===== config.mk =====
export PLATFORM = sky130hd
export DESIGN_NAME = parking_lot_monitor
export DESIGN_NICKNAME = d
export VERILOG_FILES = /design/src/rtl/parking_lot_monitor.sv
export SDC_FILE = /design/constraint.sdc
export NUM_CORES = 1
export LEC_CHECK = 0
export BUFFER_PORTS_ARGS = -buffer_cell sky130_fd_sc_hd__buf_4
export CAP_MARGIN = 20
export CORE_MARGIN = 5
export CORE_UTILIZATION = 45
export CTS_CLUSTER_SIZE = 24
export DETAILED_ROUTE_END_ITERATION = 8
export GPL_TIMING_DRIVEN = 0
export PLACE_DENSITY = 0.62
export SETUP_SLACK_MARGIN = 0.15
export SKIP_LAST_GASP = 1
export SLEW_MARGIN = 30
export SYNTH_ARGS = -nofsm -noshare
export SYNTH_HDL_FRONTEND = slang
export SYNTH_SLANG_ARGS = --single-unit

===== constraint.sdc =====
create_clock -name clk -period 3.35 [get_ports clk]
set_input_delay 0 -clock clk [delete_from_list [all_inputs] [get_ports clk]]
set_output_delay 0 -clock clk [all_outputs]
set_load 0.005 [all_outputs]

===== src/rtl/parking_lot_monitor.sv =====
// parking_lot_monitor
// Multi-gate parking lot occupancy monitor. Each gate has an outer and an
// inner beam sensor; a per-gate FSM recognises a complete entry
// (outer -> both -> inner -> clear) or exit (inner -> both -> outer -> clear)
// and emits a one-cycle pulse. A shared saturating counter tracks occupancy
// between 0 and CAPACITY and raises sticky flags when an event is dropped.

module parking_lot_monitor #(
  parameter int NUM_GATES = 2,
  parameter int CAPACITY  = 25,
  parameter int CNT_W     = $clog2(CAPACITY + 1)
) (
  input  logic                 clk,
  input  logic                 reset,
  input  logic [NUM_GATES-1:0] outer,
  input  logic [NUM_GATES-1:0] inner,
  output logic [CNT_W-1:0]     count,
  output logic                 full,
  output logic                 empty,
  output logic [NUM_GATES-1:0] enter_pulse,
  output logic [NUM_GATES-1:0] exit_pulse,
  output logic                 overflow,
  output logic                 underflow
);

  // Signed width for the next-count sum: enough headroom for +/- NUM_GATES
  localparam int SUM_W = CNT_W + 4;

  localparam logic signed [SUM_W-1:0] CAP_S = SUM_W'(CAPACITY);
  localparam logic        [CNT_W-1:0] CAP_C = CNT_W'(CAPACITY);

  // Gate FSM states. The pair {o,i} names the sensor pattern each state
  // expects: EN_* walk 10 -> 11 -> 01, EX_* walk 01 -> 11 -> 10.
  typedef enum logic [2:0] {
    IDLE,
    EN_O,
    EN_OI,
    EN_I,
    EX_I,
    EX_OI,
    EX_O,
    WAIT
  } gate_state_t;

  logic [NUM_GATES-1:0] outer_s1;
  logic [NUM_GATES-1:0] outer_s2;
  logic [NUM_GATES-1:0] inner_s1;
  logic [NUM_GATES-1:0] inner_s2;

  // Two-flop synchronisers for the raw, asynchronous sensor lines
  always_ff @(posedge clk or negedge reset) begin
    if (!reset) begin
      outer_s1 <= '0;
      outer_s2 <= '0;
      inner_s1 <= '0;
      inner_s2 <= '0;
    end else begin
      outer_s1 <= outer;
      outer_s2 <= outer_s1;
      inner_s1 <= inner;
      inner_s2 <= inner_s1;
    end
  end

  for (genvar g = 0; g < NUM_GATES; g++) begin : gen_gate
    gate_state_t state;
    logic [1:0]  pair;
    logic        enter_q;
    logic        exit_q;

    assign pair           = {outer_s2[g], inner_s2[g]};
    assign enter_pulse[g] = enter_q;
    assign exit_pulse[g]  = exit_q;

    // Direction-detect FSM with registered one-cycle entry/exit pulses
    always_ff @(posedge clk or negedge reset) begin
      if (!reset) begin
        state   <= IDLE;
        enter_q <= 1'b0;
        exit_q  <= 1'b0;
      end else begin
        enter_q <= 1'b0;
        exit_q  <= 1'b0;
        case (state)
          IDLE: begin
            case (pair)
              2'b10:   state <= EN_O;
              2'b01:   state <= EX_I;
              2'b11:   state <= WAIT;
              default: state <= IDLE;
            endcase
          end
          EN_O: begin
            case (pair)
              2'b11:   state <= EN_OI;
              2'b00:   state <= IDLE;
              2'b10:   state <= EN_O;
              default: state <= WAIT;
            endcase
          end
          EN_OI: begin
            case (pair)
              2'b01:   state <= EN_I;
              2'b10:   state <= EN_O;
              2'b11:   state <= EN_OI;
              default: state <= WAIT;
            endcase
          end
          EN_I: begin
            case (pair)
              2'b00: begin
                state   <= IDLE;
                enter_q <= 1'b1;
              end
              2'b11:   state <= EN_OI;
              2'b01:   state <= EN_I;
              default: state <= WAIT;
            endcase
          end
          EX_I: begin
            case (pair)
              2'b11:   state <= EX_OI;
              2'b00:   state <= IDLE;
              2'b01:   state <= EX_I;
              default: state <= WAIT;
            endcase
          end
          EX_OI: begin
            case (pair)
              2'b10:   state <= EX_O;
              2'b01:   state <= EX_I;
              2'b11:   state <= EX_OI;
              default: state <= WAIT;
            endcase
          end
          EX_O: begin
            case (pair)
              2'b00: begin
                state  <= IDLE;
                exit_q <= 1'b1;
              end
              2'b11:   state <= EX_OI;
              2'b10:   state <= EX_O;
              default: state <= WAIT;
            endcase
          end
          WAIT: begin
            if (pair == 2'b00) begin
              state <= IDLE;
            end else begin
              state <= WAIT;
            end
          end
          default: state <= WAIT;
        endcase
      end
    end
  end

  function automatic logic [3:0] popcount(input logic [NUM_GATES-1:0] v);
    logic [3:0] c;
    c = '0;
    for (int k = 0; k < NUM_GATES; k++) begin
      c = c + {3'b000, v[k]};
    end
    return c;
  endfunction

  logic [3:0]              enter_cnt;
  logic [3:0]              exit_cnt;
  logic signed [SUM_W-1:0] sum;
  logic [CNT_W-1:0]        count_next;
  logic                    ovf_hit;
  logic                    unf_hit;

  assign enter_cnt = popcount(enter_pulse);
  assign exit_cnt  = popcount(exit_pulse);
  assign sum       = $signed({4'b0000, count})
                   + $signed({{CNT_W{1'b0}}, enter_cnt})
                   - $signed({{CNT_W{1'b0}}, exit_cnt});

  // Clamp the signed next count into [0, CAPACITY] and flag any dropped event
  always_comb begin
    count_next = sum[CNT_W-1:0];
    ovf_hit    = 1'b0;
    unf_hit    = 1'b0;
    if (sum[SUM_W-1]) begin
      count_next = '0;
      unf_hit    = 1'b1;
    end else if (sum > CAP_S) begin
      count_next = CAP_C;
      ovf_hit    = 1'b1;
    end
  end

  // Occupancy register with full/empty decoded from the same next value
  always_ff @(posedge clk or negedge reset) begin
    if (!reset) begin
      count     <= '0;
      full      <= 1'b0;
      empty     <= 1'b1;
      overflow  <= 1'b0;
      underflow <= 1'b0;
    end else begin
      count     <= count_next;
      full      <= (count_next == CAP_C);
      empty     <= (count_next == '0);
      overflow  <= overflow | ovf_hit;
      underflow <= underflow | unf_hit;
    end
  end

endmodule

==> key figures <==
Status
  – Run status: finished, final reports clean

STA
  – Fmax: around 330 MHz
  – Setup TNS: 0 ps
  – RSZ-0062 raised after global routing: false
  – Min Tclk post-route: roughly 3000 ps
  – Slew Viols, Final: 0
  – Final setup fails: 0
  – Worst Skew: roughly 2.1 ps
  – Tightest Pin Transition: 649 ps
  – Max_slew headroom: 0.563
  – Crit share post-route: 0.896
  – Fin. Hold Viols: 0

Cells and area
  – Area of the multi-input gates: 843 um^2
  – Inserted Diodes: 0
  – Final instance area: 0.00196 mm^2
  – P&R area growth vs syn: 17.4%
  – Most frequent cells in the layout: inv_1, dfrtp_1, buf_4, ha_1, nor2_1
  – Flip-flop and latch area: 677 um^2
  – Post-Layout Cell Count: approximately 240
  – Layout Nets: approximately 220
  – Filler instances: around 340
  – Share of cells above drive strength 1: 0.175
  – Util after Layout: 0.539

Drt
  – DR iter-0 viols: 41
  – Drt pass-1 iters: 4
  – Remaining antenna violation count after routing: 0
  – Routed WL: 3.15 mm
  – DRC viols: 0
  – DR vias: 1279
  – Wire per inst: approximately 13 um
  – Via density: between 5 and 6

Power
  – Pleak: about 0.95 nW
  – Power Total: about 0.0014 W
  – Worst IR drop on VDD: just over 0.3 mV
  – Power density over cell area: ~740 mW/mm^2

Place
  – PortBufs: 18
  – DP HPWL: approximately 2.4 mm
  – Placed Area: ~0.0019 mm^2
  – GPL Wtd Cong: between 0.9 and 1
  – Dpl cells: 233

Yosys
  – Gate Count Post-Synth: 167
  – Yosys warns: 0
  – Top cells by area, synth: dfrtp_1, ha_1, inv_1
  – Post-Syn Area per Cell: about 10 um^2
  – Syn Nets: between 150 and 200
  – Top cell type's share of synthesized area: 0.390
  – Post-Syn Area: around 0.0017 mm^2
  – Post-synthesis sequential area ratio: 0.406
  – Synthesis-stage register bit count: 27
  – Cell variety after synth: 45
  – Post-synth top area cell: dfrtp_1

Clocking
  – CTS clk-pin slew, worst paths: about 90 ps
  – Clk sink count: 27
  – Htree depth: 1
  – TritonCTS clock tree: yes
  – Post-CTS setup buffers: 0
  – Worst-case clock buffer depth: 2
  – Clk root buf: clkbuf_8
  – CTS Buf Count: 3
  – Worst-skew pair later-pin latency: around 260 ps

Floorplanning
  – DIE AREA: ~0.0050 mm^2
  – CORE AREA: 0.00363 mm^2
  – Rows: 22
  – Die extent in x: roughly 71 um
  – Io pins: 19
  – Starting density of the core: 0.459
  – Die Y: around 71 um

Job
  – Max-Cap Viols: 0

Critical path
  – Startpoint Class: flip-flop
  – Worst-path cell chain: fa_1 -> inv_1 -> fa_1 -> inv_1 -> ha_1 -> fa_1 -> nor2_1 -> nor3b_1 -> mux2i_1 -> and4_1
  – CP max stage delay: roughly 550 ps
  – Crit-path slowest cell: fa_1
  – WP data arrival: 3200 ps
  – CP endpoint kind: flip-flop
  – Critical path peak fanout: 4
  – Required @ worst endpoint: ~3600 ps
  – Most common cell on crit path: fa_1
  – Crit Path Class: flip-flop to flip-flop

Global route
  – Initial antenna violation count: 0
  – Largest net degree at the start of global routing: 28
  – Gr usage total: 0.136
  – Overflow after GRT: 0
  – Number of global-route vias before repair: 1275
  – First-pass GRT wire length: between 5 and 6 mm

Min path
  – Worst hold path type: input port to async pin
-- power by group --
part / total, W / internal, W / switching, W
combinational: 0.000786 / 0.000339 / 0.000448
sequential: 0.000476 / 0.000415 / 0.0000603
clock: 0.000178 / 0.0000849 / 0.0000935
-- cell families (layout without fill, tap and decap cells) --
family	count (synthesis)	after routing	share of synthesized area
AO/OA/AOI/OAI	34	34	0.149
XOR/XNOR	3	3	0.0158
multiplexers	4	4	0.0248
AND/OR/NAND/NOR	42	42	0.130
buffers and inverters	34	61	0.0878
flip-flops	27	27	0.406
adder cells (fa/ha/maj)	23	23	0.186
-- final timing paths --
| check | startpoint | endpoint | slack (ps) | cells past startpoint |
|---|---|---|---|---|
| worst max-delay path | gen_gate[0].enter_q | count[1] | 350 | 10 |
| worst min-delay path | reset | outer_s1[1] | 170 | 2 |
| worst max register to register | gen_gate[0].enter_q | count[1] | 350 | 10 |
| worst min register to register | outer_s1[1] | outer_s2[1] | 350 | 0 |
| max in group asynchronous | reset | empty | 2880 | 2 |
| min in group clk | outer_s1[1] | outer_s2[1] | 350 | 0 |
-- synthesized netlist by cell type (all sizes together) --
cell,count
o21ai,3
nor3b,2
or2b,1
a31oi,2
nor2,12
nor3,7
xor2,1
xnor2,2
nand3,1
a211o,3
a2111oi,1
ha,20
a41o,1
dfstp,1
buf,7
mux2i,3
o22ai,1
o311ai,1
nor4,3
a21oi,8
o221ai,1
a211oi,2
a311oi,1
nand2,8
mux2,1
a22o,1
a21boi,1
a41oi,1
dfrtp,26
and2,1
nor2b,1
nand2b,3
clkbuf,1
inv,26
nor4b,1
o211ai,2
a221oi,2
o32ai,1
o31ai,1
and4,2
a31o,1
fa,3
-- stage by stage --
step / setup WS [ps] / hold slack [ps]
3_3_place_gp: 414 / -72.8
4_1_cts: 341 / 184
5_1_grt: 152 / 204
3_5_place_dp: 381 / -69.0
2_1_floorplan: 663 / -296
6_report: 350 / 170
-- what timing repair did --
item	in CTS	in global routing
hold endpoints to repair	31	0
gates resized for setup	0	0
hold buffers	5	0
-- metal layers --
metal	vias to the layer above	part of all wire	global-route usage
li1	625	-	-
met1	621	0.44	0.167
met2	31	0.51	0.240
met3	2	0.042	0.0199
met4	0	0.0067	0.0501
met5	-	0	0
-- cell type report --
cell class,count,share of cell area
inverters,26,0.0499
well taps,48,0.0307
clock buffers,4,0.0230
multi-input cells,106,0.431
plain buffers,8,0.0249
flip-flops and latches,27,0.346
repair buffers,23,0.0946
-- flip-flops by register name, indices dropped and copies added, names as in the netlist --
register / cells
gen_gate.exit_q: 2
underflow: 1
overflow: 1
gen_gate.enter_q: 2
inner_s2: 2
empty: 1
count: 5
gen_gate.state: 6
inner_s1: 2
outer_s1: 2
full: 1
outer_s2: 2
-- critical path, delay by kind of cell (launching register included) --
| family | cells | cell delay (ps) |
|---|---|---|
| fa+ha+maj | 4 | 1580 |
| buf+inv | 2 | 130 |
| flops | 1 | 410 |
| mux | 1 | 300 |
| simple gates | 3 | 540 |
(Power assumes the default switching activity.)
